`src/rtl/photon_hls_deadlock_reporter_pkg.sv`:
```
// -----------------------------------------------------------------------------
// photon_hls_deadlock_reporter_pkg
// Shared types and constants for the deadlock reporter slice.
//   state_e   : reporter FSM states
//   REPORT_W  : width of the AXI-Stream report beat
//   *_LSB/_W  : bit positions and widths of the report fields
// -----------------------------------------------------------------------------
package photon_hls_deadlock_reporter_pkg;

   typedef enum logic [2:0] {
      IDLE,
      ARM,
      CAPTURE,
      SEND,
      HOLD
   } state_e;

   localparam int REPORT_W    = 64;
   localparam int TS_LSB      = 32;
   localparam int TS_FIELD_W  = 32;
   localparam int CNT_LSB     = 16;
   localparam int CNT_FIELD_W = 16;
   localparam int INFO_LSB    = 0;

endpackage : photon_hls_deadlock_reporter_pkg

```
`src/rtl/photon_hls_deadlock_reporter_if.sv`:
```
// -----------------------------------------------------------------------------
// photon_hls_deadlock_reporter_if
// Bundles the monitor-side inputs and the AXI-Stream report channel.
//   block            : deadlock flag from the monitor (level)
//   axis_block_info  : per-channel block info, meaningful while block=1
//   report_tdata     : report beat {ts, count, pad, info}
//   report_tvalid    : AXIS valid
//   report_tready    : AXIS ready
// Modports:
//   master : the reporter (consumes monitor signals, drives the report)
//   slave  : the environment (drives monitor signals, sinks the report)
// -----------------------------------------------------------------------------
interface photon_hls_deadlock_reporter_if #(
   parameter int INFO_W = 9
) ();
   import photon_hls_deadlock_reporter_pkg::*;

   logic                block;
   logic [INFO_W-1:0]   axis_block_info;
   logic [REPORT_W-1:0] report_tdata;
   logic                report_tvalid;
   logic                report_tready;

   modport master (
      input  block,
      input  axis_block_info,
      input  report_tready,
      output report_tdata,
      output report_tvalid
   );

   modport slave (
      output block,
      output axis_block_info,
      output report_tready,
      input  report_tdata,
      input  report_tvalid
   );

endinterface : photon_hls_deadlock_reporter_if

```
`src/rtl/photon_hls_deadlock_persist_ctr.sv`:
```
// -----------------------------------------------------------------------------
// photon_hls_deadlock_persist_ctr
// Counts consecutive block cycles for the reporter FSM.
//   clk_i   : clock
//   rst_i   : synchronous reset, active-high
//   load_i  : load the count with 1 (first block cycle)
//   inc_i   : increment the count (another block cycle)
//   clr_i   : clear the count (stall ended or episode captured)
//   term_o  : the next increment reaches PERSIST
// Priority: clr_i > load_i > inc_i.
// -----------------------------------------------------------------------------
module photon_hls_deadlock_persist_ctr #(
   parameter int PERSIST = 16
) (
   input  logic clk_i,
   input  logic rst_i,
   input  logic load_i,
   input  logic inc_i,
   input  logic clr_i,
   output logic term_o
);

   localparam int PCNT_W = (PERSIST < 2) ? 1 : $clog2(PERSIST + 1);

   logic [PCNT_W-1:0] pcnt_q;
   logic [PCNT_W-1:0] pcnt_d;

   // NOTE: every signal assigned in always_comb gets a default on the first
   // line, so no path can leave it unassigned and infer a latch.
   always_comb begin
      pcnt_d = pcnt_q;
      if (clr_i) begin
         pcnt_d = '0;
      end else if (load_i) begin
         pcnt_d = PCNT_W'(1);
      end else if (inc_i) begin
         pcnt_d = pcnt_q + PCNT_W'(1);
      end
   end

   // Terminal is flagged one count early so the FSM can leave ARM on the
   // same edge that the count reaches PERSIST.
   assign term_o = (pcnt_q == PCNT_W'(PERSIST - 1));

   // NOTE: reset is sampled on the clock edge (synchronous), so it sits
   // inside the clocked branch rather than in the sensitivity list.
   always_ff @(posedge clk_i) begin
      if (rst_i) begin
         pcnt_q <= '0;
      end else begin
         pcnt_q <= pcnt_d;
      end
   end

endmodule : photon_hls_deadlock_persist_ctr

```
`src/rtl/photon_hls_deadlock_reporter.sv`:
```
// -----------------------------------------------------------------------------
// photon_hls_deadlock_reporter
// Filters transient stalls, latches one snapshot per deadlock episode and
// sends it as a single-beat AXI-Stream report.
//   clock_i        : clock
//   reset_i        : synchronous reset, active-high
//   clear_i        : one-cycle pulse, clears sticky_o and event_count_o
//   rpt_if         : monitor inputs and report channel (master modport)
//   sticky_o       : set by the first captured episode, held until clear/reset
//   event_count_o  : captured episodes, saturating at all-ones
// -----------------------------------------------------------------------------
module photon_hls_deadlock_reporter
   import photon_hls_deadlock_reporter_pkg::*;
#(
   parameter int INFO_W  = 9,
   parameter int PERSIST = 16,
   parameter int TS_W    = 32,
   parameter int CNT_W   = 16
) (
   input  logic                          clock_i,
   input  logic                          reset_i,
   input  logic                          clear_i,
   photon_hls_deadlock_reporter_if.master rpt_if,
   output logic                          sticky_o,
   output logic [CNT_W-1:0]              event_count_o
);

   state_e              state_q, state_d;
   logic [TS_W-1:0]     ts_q;
   logic [REPORT_W-1:0] tdata_q, tdata_d;
   logic                sticky_q, sticky_d;
   logic [CNT_W-1:0]    count_q, count_d;

   logic ctr_load, ctr_inc, ctr_clr, ctr_term;
   logic capture;

   photon_hls_deadlock_persist_ctr #(
      .PERSIST (PERSIST)
   ) u_persist_ctr (
      .clk_i  (clock_i),
      .rst_i  (reset_i),
      .load_i (ctr_load),
      .inc_i  (ctr_inc),
      .clr_i  (ctr_clr),
      .term_o (ctr_term)
   );

   // ---------------------------------------------------------------------------
   // FSM next-state and control
   // ---------------------------------------------------------------------------
   always_comb begin
      state_d  = state_q;
      ctr_load = 1'b0;
      ctr_inc  = 1'b0;
      ctr_clr  = 1'b0;
      capture  = 1'b0;
      unique case (state_q)
         IDLE: begin
            if (rpt_if.block) begin
               ctr_load = 1'b1;
               state_d  = (PERSIST == 1) ? CAPTURE : ARM;
            end
         end
         ARM: begin
            if (!rpt_if.block) begin
               ctr_clr = 1'b1;
               state_d = IDLE;
            end else begin
               ctr_inc = 1'b1;
               if (ctr_term) state_d = CAPTURE;
            end
         end
         CAPTURE: begin
            // Snapshot is taken regardless of block; a drop here still reports.
            capture = 1'b1;
            ctr_clr = 1'b1;
            state_d = SEND;
         end
         SEND: begin
            if (rpt_if.report_tready) state_d = HOLD;
         end
         HOLD: begin
            // One report per episode: re-arm only once block has gone low.
            if (!rpt_if.block) state_d = IDLE;
         end
         default: state_d = IDLE;
      endcase
   end

   // ---------------------------------------------------------------------------
   // Episode counter and sticky flag. A clear coinciding with CAPTURE is
   // applied before the increment, so that episode becomes count 1.
   // ---------------------------------------------------------------------------
   logic [CNT_W-1:0] cnt_base;
   logic [CNT_W-1:0] cnt_inc;

   assign cnt_base = clear_i ? '0 : count_q;
   assign cnt_inc  = (&cnt_base) ? cnt_base : cnt_base + CNT_W'(1);

   always_comb begin
      count_d  = count_q;
      sticky_d = sticky_q;
      if (capture) begin
         count_d  = cnt_inc;
         sticky_d = 1'b1;
      end else if (clear_i) begin
         count_d  = '0;
         sticky_d = 1'b0;
      end
   end

   // ---------------------------------------------------------------------------
   // Report fields: fit timestamp to 32 bits and count to 16 bits.
   // ---------------------------------------------------------------------------
   logic [TS_FIELD_W-1:0]  ts_field;
   logic [CNT_FIELD_W-1:0] cnt_field;

   if (TS_W >= TS_FIELD_W) begin : g_ts_trunc
      assign ts_field = ts_q[TS_FIELD_W-1:0];
   end else begin : g_ts_ext
      assign ts_field = {{(TS_FIELD_W-TS_W){1'b0}}, ts_q};
   end

   if (CNT_W >= CNT_FIELD_W) begin : g_cnt_trunc
      assign cnt_field = cnt_inc[CNT_FIELD_W-1:0];
   end else begin : g_cnt_ext
      assign cnt_field = {{(CNT_FIELD_W-CNT_W){1'b0}}, cnt_inc};
   end

   always_comb begin
      tdata_d = tdata_q;
      if (capture) begin
         tdata_d                           = '0;
         tdata_d[TS_LSB +: TS_FIELD_W]     = ts_field;
         tdata_d[CNT_LSB +: CNT_FIELD_W]   = cnt_field;
         tdata_d[INFO_LSB +: INFO_W]       = rpt_if.axis_block_info;
      end
   end

   // ---------------------------------------------------------------------------
   // State registers
   // ---------------------------------------------------------------------------
   // NOTE: all state updates use non-blocking assignments so every register
   // samples the pre-edge values, independent of statement order.
   always_ff @(posedge clock_i) begin
      if (reset_i) begin
         state_q  <= IDLE;
         ts_q     <= '0;
         tdata_q  <= '0;
         sticky_q <= 1'b0;
         count_q  <= '0;
      end else begin
         state_q  <= state_d;
         ts_q     <= ts_q + TS_W'(1);
         tdata_q  <= tdata_d;
         sticky_q <= sticky_d;
         count_q  <= count_d;
      end
   end

   assign rpt_if.report_tvalid = (state_q == SEND);
   assign rpt_if.report_tdata  = tdata_q;
   assign sticky_o             = sticky_q;
   assign event_count_o        = count_q;

endmodule : photon_hls_deadlock_reporter
```
`src/flat_wrapper.sv`:
```
// flat-port wrapper written by rule: the top's interface ports become plain ports
module photon_hls_deadlock_reporter_flat import photon_hls_deadlock_reporter_pkg::*;
#(
   parameter int INFO_W  = 9,
   parameter int PERSIST = 16,
   parameter int TS_W    = 32,
   parameter int CNT_W   = 16
)
  (clock_i, reset_i, clear_i, sticky_o, event_count_o, rpt_if_block, rpt_if_axis_block_info, rpt_if_report_tready, rpt_if_report_tdata, rpt_if_report_tvalid);
  photon_hls_deadlock_reporter_if #(.INFO_W(INFO_W)) rpt_if_i ();
  input  logic clock_i;
  input  logic reset_i;
  input  logic clear_i;
  output logic sticky_o;
  output logic [CNT_W-1:0] event_count_o;
  input wire logic [$bits(rpt_if_i.block)-1:0] rpt_if_block;
  input wire logic [$bits(rpt_if_i.axis_block_info)-1:0] rpt_if_axis_block_info;
  input wire logic [$bits(rpt_if_i.report_tready)-1:0] rpt_if_report_tready;
  output wire logic [$bits(rpt_if_i.report_tdata)-1:0] rpt_if_report_tdata;
  output wire logic [$bits(rpt_if_i.report_tvalid)-1:0] rpt_if_report_tvalid;
  assign rpt_if_i.block = rpt_if_block;
  assign rpt_if_i.axis_block_info = rpt_if_axis_block_info;
  assign rpt_if_i.report_tready = rpt_if_report_tready;
  assign rpt_if_report_tdata = rpt_if_i.report_tdata;
  assign rpt_if_report_tvalid = rpt_if_i.report_tvalid;
  photon_hls_deadlock_reporter #(.INFO_W(INFO_W), .PERSIST(PERSIST), .TS_W(TS_W), .CNT_W(CNT_W)) u_core (.clock_i(clock_i), .reset_i(reset_i), .clear_i(clear_i), .rpt_if(rpt_if_i), .sticky_o(sticky_o), .event_count_o(event_count_o));
endmodule
```
`config.mk`:
```
export PLATFORM = sky130hd
export DESIGN_NAME = photon_hls_deadlock_reporter_flat
export DESIGN_NICKNAME = d
export VERILOG_FILES = /design/src/rtl/photon_hls_deadlock_reporter_pkg.sv /design/src/rtl/photon_hls_deadlock_reporter_if.sv /design/src/rtl/photon_hls_deadlock_persist_ctr.sv /design/src/rtl/photon_hls_deadlock_reporter.sv /design/src/flat_wrapper.sv
export SDC_FILE = /design/constraint.sdc
export NUM_CORES = 1
export LEC_CHECK = 0
export ABC_CLOCK_PERIOD_IN_PS = 8700
export CORE_ASPECT_RATIO = 1.1
export CORE_MARGIN = 4
export CORE_UTILIZATION = 40
export CTS_CLUSTER_SIZE = 12
export DETAILED_ROUTE_END_ITERATION = 8
export MAX_ROUTING_LAYER = met4
export SLEW_MARGIN = 20
export SYNTH_ARGS = -nofsm -noshare
export SYNTH_HDL_FRONTEND = slang
export SYNTH_SLANG_ARGS = --single-unit
```
`constraint.sdc`:
```
create_clock -name clock_i -period 8.7 [get_ports clock_i]
set_input_delay 2.175 -clock clock_i [delete_from_list [all_inputs] [get_ports clock_i]]
set_output_delay 2.175 -clock clock_i [all_outputs]
set_load 0.005 [all_outputs]
```
# Yosys cells after proc, flatten, opt, wreduce, memory -nomap -nowiden
# Cells that the tools add are included.
[op_classes] addsub=3 eq_ne=9 mux=19 reduce_logical=7
[op_table] cell="$mux W16" count=3
[op_table] cell="$add A32 B1 Y32 const B" count=1
[op_table] cell="$add A16 B1 Y16 const B" count=1
[op_table] cell="$reduce_and A16 Y1" count=1
[op_table] cell="$mux W3" count=5
[op_table] cell="$pmux W3 S5" count=1
[op_table] cell="$mux W1" count=9
[op_table] cell="$eq A3 B2 Y1 const B" count=2
[op_table] cell="$ne A2 B2 Y1 const B" count=3
[op_table] cell="$add A5 B1 Y5 const B" count=1
[op_table] cell="$eq A5 B4 Y1 const B" count=1
[op_table] cell="$reduce_and A4 Y1" count=1
[op_table] cell="$reduce_bool A2 Y1" count=2
[op_table] cell="$eq A3 B1 Y1 const B" count=1
[op_table] cell="$eq A3 B3 Y1 const B" count=1
[op_table] cell="$logic_not A3 Y1" count=1
[op_table] cell="$ne A3 B2 Y1 const B" count=1
[op_table] cell="$reduce_or A3 Y1" count=1
[op_table] cell="$pmux W1 S2" count=1
[op_table] cell="$reduce_or A2 Y1" count=1
[word_totals] ff_bits=114 input_bits=14 out_inout_bits=82 word_cells=45

# Longest topological paths before layout
# Gate-level depths: netlist of the first run.
[logic_depth] depth_word=4 depth_mapped=10 depth_no_buf=7

# Hierarchy
# A second synthesis of the first run with hierarchy kept.
[hier_totals] cells_unflattened=603 hier_area_um2=5043.6
[by_module_without_submodules] module="photon_hls_deadlock_reporter" instances=1 cells_each=578 area_each_um2=4787.1 seq_area_each_um2=2182.1
[by_module_without_submodules] module="photon_hls_deadlock_persist_ctr" instances=1 cells_each=25 area_each_um2=256.5 seq_area_each_um2=100.1

# Least setup slack after synthesis of the first run
# No wires, ideal clock.
[synth_timing] path_type="input to register" startpoint="input clear_i" endpoint="register u_core.tdata_q[26], in the netlist u_core.rpt_if.report_tdata[26]" setup_ns=0.096 t_arrival_ns=4.156 t_required_ns=8.604 slack_ns=4.448 cell_stages=9 path_buffers=2 path_cell_list="clkbuf_1 > clkbuf_1 > nor2b_1 > ha_1 > nand4_1 > or2_1 > or3_1 > xor2_1 > o41ai_2"
[synth_between] elab_chain_cells=3 elab_cells_between_ends=4 classes_between="1 x add/sub; 2 x mux; 1 x reduce/logical"
[synth_lines] item="start, declared" line="flat_wrapper.sv:13" text="input logic clear_i;"
[synth_lines] item="$mux W16 (*)"
[synth_lines] item="$add A16 B1 Y16 / $reduce_and A16 Y1 (equally long branches)" line="photon_hls_deadlock_reporter.sv:98" text="assign cnt_inc = (&cnt_base) ? cnt_base : cnt_base + CNT_W'(1);"
[synth_lines] item="$mux W16 (*)" line="photon_hls_deadlock_reporter.sv:98"
[synth_lines] item="end signal, assigned" line="photon_hls_deadlock_reporter.sv:155" text="tdata_q <= tdata_d;"
[synth_lines] item="end, declared" line="photon_hls_deadlock_reporter.sv:30" text="logic [REPORT_W-1:0] tdata_q, tdata_d;"
# Mark *: on every way between the ends. The rest lies on a longest branch, timed or not.
# A chain may end at the register's enable or synchronous reset.

# Final worst setup path of the first run
[layout_timing] startpoint="input clear_i" endpoint="register u_core.tdata_q[31], in the netlist u_core.rpt_if.report_tdata[31]"
# Same word-level chain as after synthesis.

==> summary by stage, run 1 <==
Cells and area
The area growth from synthesis to layout is 29.3%. Leaving out fill and tap cells, the most frequent cell in the layout is sky130_fd_sc_hd__dfxtp_1. After the last flow step, the layout net total stands at roughly 690. The final antenna diode count is 0.

The share of layout cells above drive strength 1 is 6.58%. After routing the design area is 0.00654 mm². Leaving out fill and tap cells, the most frequent cells in the layout are 114 x sky130_fd_sc_hd__dfxtp_1, 104 x sky130_fd_sc_hd__nand2_1, 87 x sky130_fd_sc_hd__clkdlybuf4s50_1.

Critical path
For the worst setup path, the data required time is 8.99 ns. The critical path's largest stage delay is 0.86 ns. STA puts the critical path data arrival time at 5.19 ns. The standard cell with the maximum stage delay on the critical path is sky130_fd_sc_hd__clkdlybuf4s50_1. In this design, the largest share of critical-path delay is due to simple AND/OR/NAND/NOR gates.

The worst setup path is of the input pin to register kind. The critical path goes through clkdlybuf4s50_1 -> nor2b_1 -> ha_1 -> nand4_1 -> nor2_2 -> a211oi_1 -> mux2i_1 -> a22o_1. The biggest fanout along the worst timing path is 25. The kind of end point of the critical path is a register.

STA classifies the critical path startpoint as an input pin. The number of buffers and inverters on the critical path is 1.

Logic synthesis
By area, the combinational part of the netlist is dominated by simple AND/OR/NAND/NOR gates. In this run the mean area of a mapped cell was 8.36 µm². The number of synthesized register bits is roughly 110. The proportion of synthesized area in mux cells is 1.04%. Summing the sequential cell areas from Yosys gives 45.1% of the chip area.

The simple-gate portion of the synthesized area is 25.7%. After Yosys synthesis, full adders, half adders and majority gates account for 0.989% of the synthesized area. The share of synthesized flip-flops with an asynchronous set or reset is 0%. The count of mapped cells out of synthesis is approximately 610. The Yosys step of the flow raised 0 warnings. Summing the areas of all compound-gate instances in the mapped netlist gives roughly an eighth of the synthesized area. Of the total synthesized cell area, the portion taken by XOR and XNOR cells is 9.00%. In this run, synthesis inferred 0 flip-flops with an integrated enable. In this run the cell area of the synthesized design comes to between 0.005 and 0.006 mm². The dominant synthesized flop cell is sky130_fd_sc_hd__dfxtp_1. The number of distinct standard cells referenced by the synthesized netlist is 55.

GRT
The initial antenna violation count is 0. In the global route stage, overall resource usage came out at 17.3%. The total overflow left after global routing is 0.

The via count of the first global-routing pass is 4061. The global-route wire length before repair is 19.7 mm. Entering global routing, the biggest net connects 116 pins.

Route
The routed design has 11.8 mm of wire. Dividing the detail-routed via count by the number of cells gives 5.12. After detailed routing, the average wire length per cell comes to 14.1 µm.

For this run, the detailed router's first-pass iteration total came to 4. The post-route antenna net violation count is 0. For this block, the via count after detailed routing is about 4300.

The number of design rule violations left after detail routing is 0. After the first detailed-routing iteration, the DRC count stood at 213.

Timing
The final count of hold timing violations came to 0. Based on the critical path, the design can be clocked at up to 204 MHz. On the final layout, the worst clock skew is 0.00851 ns. The pin slew with the least headroom to its limit is 0.852 ns.

For the final routed database, the setup TNS stands at 0 ns. The normalized max-slew margin is a little over two fifths. The number of pins exceeding their max-slew limit in the final report is 0. The final clock period utilization by the worst path is 56.2%. The worst path in the final design needs a cycle of between 4 and 5 ns, including I/O delays and setup.

Setup repair after global routing left no endpoint under its margin. The final number of setup-violating endpoints is 0.

Place
Routability-driven placement finished with a final weighted congestion of 0.895. The wire-length estimate of the detail-placed layout is 7.76 mm. The total of buffers placed on input and output ports is just under 90. In this run the cell area measured after placement is 0.00594 mm².

Die
The floorplan core area is roughly 0.012 mm². The overall die area is 0.0145 mm². The starting density of the core is 41.5%. The vertical extent of the die is ~130 µm. 96 I/O pins were placed. The floorplan step set the die width to around 120 µm. The number of cell rows is 42.

Clocking
In this run the deepest clock path goes through 2 buffers. The TritonCTS clock tree is built. The clock drives 114 sinks.

For the worst-skew pair, the clock arrives at the later sink with an insertion delay of 0.41 ns. The number of clock buffers added by TritonCTS is 17. In this run, post-CTS hold repair placed 0 buffers. The buffer count from post-CTS setup fixing is 0. The CTS clock-pin slew for the worst setup and hold paths is 0.05 ns.

After clock tree synthesis, the repair step resized 0 gates. CTS built an H-tree with a depth of 4. The clock root buffer master is sky130_fd_sc_hd__clkbuf_16.

Min path
The classification of the worst-slack hold path is register to register.

Pwr
Across the VDD grid, the largest voltage drop is 0.112 mV. The analysis attributes to cell leakage a power of 2.11 nW. Power spread over the standard cell area amounts to roughly 190 mW/mm².

The overall power of the completed layout is 1.25 mW.

Status
The flow ran to the end, and the final reports show no timing, DRC or antenna violations.

Run
The max-cap check violation count is 0.
layer usage:
metal	vias to the layer above	wire (µm)	part of all wire [%]	GRT usage, %
li1	2190	-	-	-
met1	1993	5420	46	21.7
met2	98	5510	47	25.7
met3	10	716	6.1	6.53
met4	0	141	1.2	5.52
met5	-	0	0	-
cells in the mapped netlist, drive strengths merged (3+ instances only):
cell     count  share of area [%]
a2111oi      4               0.96
a211oi      14                2.2
a21oi       57                5.6
a311oi       4               0.69
and2         3               0.37
and3         4               0.49
and4         8                1.4
buf         30                3.4
clkbuf      20                1.5
dfxtp      114                 45
ha           4               0.99
inv          8               0.59
mux2i        3               0.59
nand2      104                7.7
nand2b       6               0.74
nand3       19                2.1
nand4       14                1.9
nor2        64                4.8
nor2b       12                1.5
nor3        14                1.4
nor3b        3               0.45
nor4         8                1.1
o211ai       3               0.45
o21ai        6               0.59
or3          5               0.62
xnor2       37                6.4
xor2        15                2.6
layout make-up:
class	count	area (µm²)
Inverter	8	30.0
Clock buffer	23	468
Sequential cell	114	2280
Multi-Input combinational cell	439	2530
Fill cell	1191	5650
Clock inverter	9	130
Timing Repair Buffer	91	905
Tap cell	154	193
worst paths after layout:
kind | to | slack [ns] | from | cells after the start
worst min-delay path | u_core.rpt_if.report_tdata[55] | 0.45 | u_core.rpt_if.report_tdata[55] | 2
worst min register to register | u_core.rpt_if.report_tdata[55] | 0.45 | u_core.rpt_if.report_tdata[55] | 2
worst max-delay path | u_core.rpt_if.report_tdata[31] | 3.81 | clear_i | 8
worst max register to register | u_core.rpt_if.report_tdata[31] | 6.23 | u_core.event_count_o[0] | 7
cells by family (layout without fill, tap and decap cells):
group | Yosys count | count (layout)
multiplexers | 5 | 5
AO/OA/AOI/OAI | 100 | 100
XOR/XNOR | 52 | 52
flip-flops | 114 | 114
other | 1 | 7
buffers and inverters | 58 | 131
AND/OR/NAND/NOR | 271 | 271
adder cells (fa/ha/maj) | 4 | 4
report_power, final:
part           leakage [nW]  total, mW  internal (mW)  switching, mW
Sequential            0.919      0.527          0.525        0.00277
Combinational         0.910     0.0238        0.00929         0.0145
Clock                 0.279      0.699          0.464          0.235
Total                  2.11       1.25          0.998          0.253
state kept, by name, summed over array words and instances, names as in the netlist:
name	count
u_core.sticky_o	1
u_core.u_persist_ctr.pcnt_q	5
u_core.ts_field	32
u_core.rpt_if.report_tdata	57
u_core.event_count_o	16
u_core.state_q	3
through the flow:
step	instances	worst slack (ns)	util, %	hold WS, ns
after floorplan	611	4.45	-	0.437
after global placement	806	3.54	48.7	0.441
after detailed placement	806	3.43	48.7	0.446
after CTS	838	3.84	53.6	0.454
after global routing	838	3.56	53.6	0.475
final	838	3.81	53.6	0.450
tightest hold or removal path, cell delays in order, from the launching register on:
cell and delay [ns]:
sky130_fd_sc_hd__dfxtp_1 0.30, sky130_fd_sc_hd__nand2_1 0.05, sky130_fd_sc_hd__a21oi_1 0.05
Power figures use the tool's default switching activity.
==> inputs of run 2 (changes only) <==
Settings changed: ABC_CLOCK_PERIOD_IN_PS 8700 to 4600.
Clock period 8.7 ns to 4.6 ns, I/O delays scaled along.
==> run 2 against run 1 <==
Net effect:
- critical endpoint is now u_core.rpt_if.report_tdata[20]
- cell area grew 0.94%
- core utilization increased by 0.50 points
- clock power rose by 100%
- combinational power up 93%
- non-clock buffer count rose by 3
- clock skew up 0.0015 ns
- sequential power is 89% higher
- count of clock-buffer cells in the layout is 1 higher
- setup slack got worse by 2.5 ns
- wire length grew 2.5%
==> summary by stage, run 2 (same netlist as run 1, synthesis figures left out) <==
Timing
Derived from the worst setup path, the maximum achievable clock frequency is about 300 MHz. Setup repair after global routing left no endpoint under its margin. The number of pins exceeding their max-slew limit in the final report is 0.

Across all setup checks in the final design, the least slack found is 1.31 ns. The normalized max-slew margin is 49.6%. Between clock sinks in the finished design, the worst skew comes to 0.0100 ns.

For the pin with the worst max-slew slack, the measured transition is 0.756 ns. The final number of setup-violating endpoints is 0. The final count of hold timing violations is 0. The final clock period utilization by the worst path is around 71%. After layout, the minimum clock period comes to 3.29 ns. For the final routed database, the setup TNS stands at 0 ns.

Cells and area
0 antenna diodes ended up in the layout. In the final layout, the share of cells above drive strength 1 is 7.13%. The most frequent standard cell in the layout excluding fill and tap cells is sky130_fd_sc_hd__dfxtp_1. From synthesis to final layout, the design area changed by 30.5%. The flip-flop count of the largest register after layout is 57. The top cell types in the final layout, fill and taps aside, are 114 x sky130_fd_sc_hd__dfxtp_1, 104 x sky130_fd_sc_hd__nand2_1, 87 x sky130_fd_sc_hd__clkdlybuf4s50_1. The total number of nets in the final design is a little under 700. The post-layout instance count excluding filler cells is between 800 and 900.

Die
The I/O pin count is 96. The die width is 115 µm. The starting density of the core is about two fifths.

The floorplan step defined a die boundary enclosing 0.0145 mm². The initialized floorplan defines 42 standard-cell rows. In this run the vertical extent of the chip is approximately 130 µm. The floorplan core area is about 0.012 mm².

Place
The number of placed instances, taps included, is ~800. After legalization and detailed placement, the total HPWL measured 8.15 mm. The routability-driven placement congestion ratio is 0.852. Port buffering added 88 buffers. Prior to clock tree synthesis, the placed netlist has a worst setup slack of 0.968 ns.

Clocking
The hold buffer count at cts is 0. The buffer count from post-CTS setup fixing is 0. TritonCTS built the clock tree. The number of clock sinks seen by CTS is 114. The clock tree synthesis step divided the H-tree into 4 levels. The deepest clock path buffer count is 2. The clock reaches the later pin of the worst-skew pair after 0.41 ns.

The cell sitting at the root of the clock tree is a sky130_fd_sc_hd__clkbuf_16. The number of gates given a new drive strength after cts is 0. The number of clock buffers added by TritonCTS is 17. Clock-pin slew was measured on the worst setup and hold paths at 0.06 ns.

Route
The final layout contains routed wiring with a total length of between 10 and 15 mm. The first-pass iteration count of the detailed router is 4. The average detailed-routed wire length per instance is 14.4 µm. In this run the remaining antenna-violating nets after routing total 0. After the first detailed-routing iteration, the DRC count stood at 256. The average vias per placed instance is 5.18.

Detailed routing inserted a total of 4358 vias. The number of design rule violations left after detail routing is 0.

GRT
The initial antenna violation count came to 0. Entering global routing, the biggest net connects 73 pins. The via count of the first global-routing pass is ~4000. The aggregate global-route resource usage is 17.5%. The remaining global-route overflow is 0. The global-route wire length before repair is 20.0 mm.

Pwr
The power density over the cells is 371 mW/mm². The analysis attributes to net switching a power of between 0.4 and 0.5 mW. The clock network fraction of total power is 57.4%. The leakage power total is about 2.1 nW. Combinational logic burns 1.9% of the power. The internal power of the cells totals around 2.0 mW. Per report_power, the sequential group accounts for 40.7% of the total. The overall power of the completed layout is 2.45 mW. In this run switching power makes up 19.4% of total power. The worst supply voltage drop on vdd is 0.212 mV.

Critical path
Counting both buffers and inverters, the worst setup path holds a total of 1. The cell family with the largest share of critical-path delay is simple AND/OR/NAND/NOR gates. The required time of the critical path is 4.90 ns. The standard cell with the maximum stage delay on the critical path is sky130_fd_sc_hd__nor2_2. The biggest fanout along the worst timing path is 15. The critical path's largest stage delay is 0.58 ns. STA classifies the critical path startpoint as an input pin. Data arrives at the worst endpoint at 3.59 ns. The worst setup path is of the input pin to register kind. The signal on the critical path passes through clkdlybuf4s50_1 -> nor2b_1 -> ha_1 -> nand4_1 -> nor2_2 -> a21oi_1 -> xnor2_1 -> a211oi_1.

The kind of end point of the critical path is a register.

Min path
The path class of the tightest hold or removal check is register to register.

Status
The flow ran to the end, and the final reports show no timing, DRC or antenna violations.

Run
Across the run, the number of max-cap violations was 0.
-- run 2: stage by stage --
stage / hold WS (ns) / util (%) / instance area, µm²
floorplan: 0.437 / - / 5080
global placement: 0.442 / 48.9 / 5960
detailed placement: 0.447 / 48.9 / 5960
CTS: 0.454 / 54.1 / 6600
global route: 0.471 / 54.1 / 6600
finish: 0.450 / 54.1 / 6600
-- run 2: path summary, 6_finish.rpt --
| check | startpoint | end | slack [ns] | depth (start not counted) |
|---|---|---|---|---|
| setup / recovery | clear_i | u_core.rpt_if.report_tdata[20] | 1.31 | 8 |
| hold / removal | u_core.rpt_if.report_tdata[5] | u_core.rpt_if.report_tdata[5] | 0.45 | 2 |
| setup reg to reg | u_core.event_count_o[0] | u_core.rpt_if.report_tdata[20] | 2.14 | 7 |
| hold reg to reg | u_core.rpt_if.report_tdata[5] | u_core.rpt_if.report_tdata[5] | 0.45 | 2 |
-- run 2: power groups by stage --
| stage | logic (mW) | registers [mW] | clock network (mW) |
|---|---|---|---|
| after global routing | 0.0505 | 0.997 | 1.49 |
| after global placement | 0.0452 | 1.02 | 0 |
| after floorplan | 0.0340 | 1.02 | 0 |
| after CTS | 0.0464 | 0.997 | 1.43 |
| final | 0.0460 | 0.998 | 1.41 |
| after detailed placement | 0.0462 | 1.02 | 0 |
-- run 2: cell type report --
cell class              count  area, µm²
fillers                  1153       5590
multi-input cells         439       2530
flip-flops and latches    114       2280
repair buffers             94        923
clock buffers              24        492
well taps                 154        193
clock inverters             8        149
inverters                   8       30.0
-- run 2: layer usage --
| metal | vias up | track usage [%] | routed length, µm |
|---|---|---|---|
| met2 | 116 | 26.2 | 5740 |
| met4 | 0 | 7.18 | 139 |
| met1 | 2039 | 22.1 | 5470 |
| li1 | 2193 | - | - |
| met3 | 10 | 4.85 | 724 |
| met5 | - | - | 0 |
-- run 2: worst register-to-register path: stages, from the launching register on --
cell                       delay (ns)
sky130_fd_sc_hd__dfxtp_1         0.36
sky130_fd_sc_hd__nor2b_1         0.31
sky130_fd_sc_hd__ha_1            0.29
sky130_fd_sc_hd__nand4_1         0.20
sky130_fd_sc_hd__nor2_2          0.58
sky130_fd_sc_hd__a21oi_1         0.18
sky130_fd_sc_hd__xnor2_1         0.17
sky130_fd_sc_hd__a211oi_1        0.28
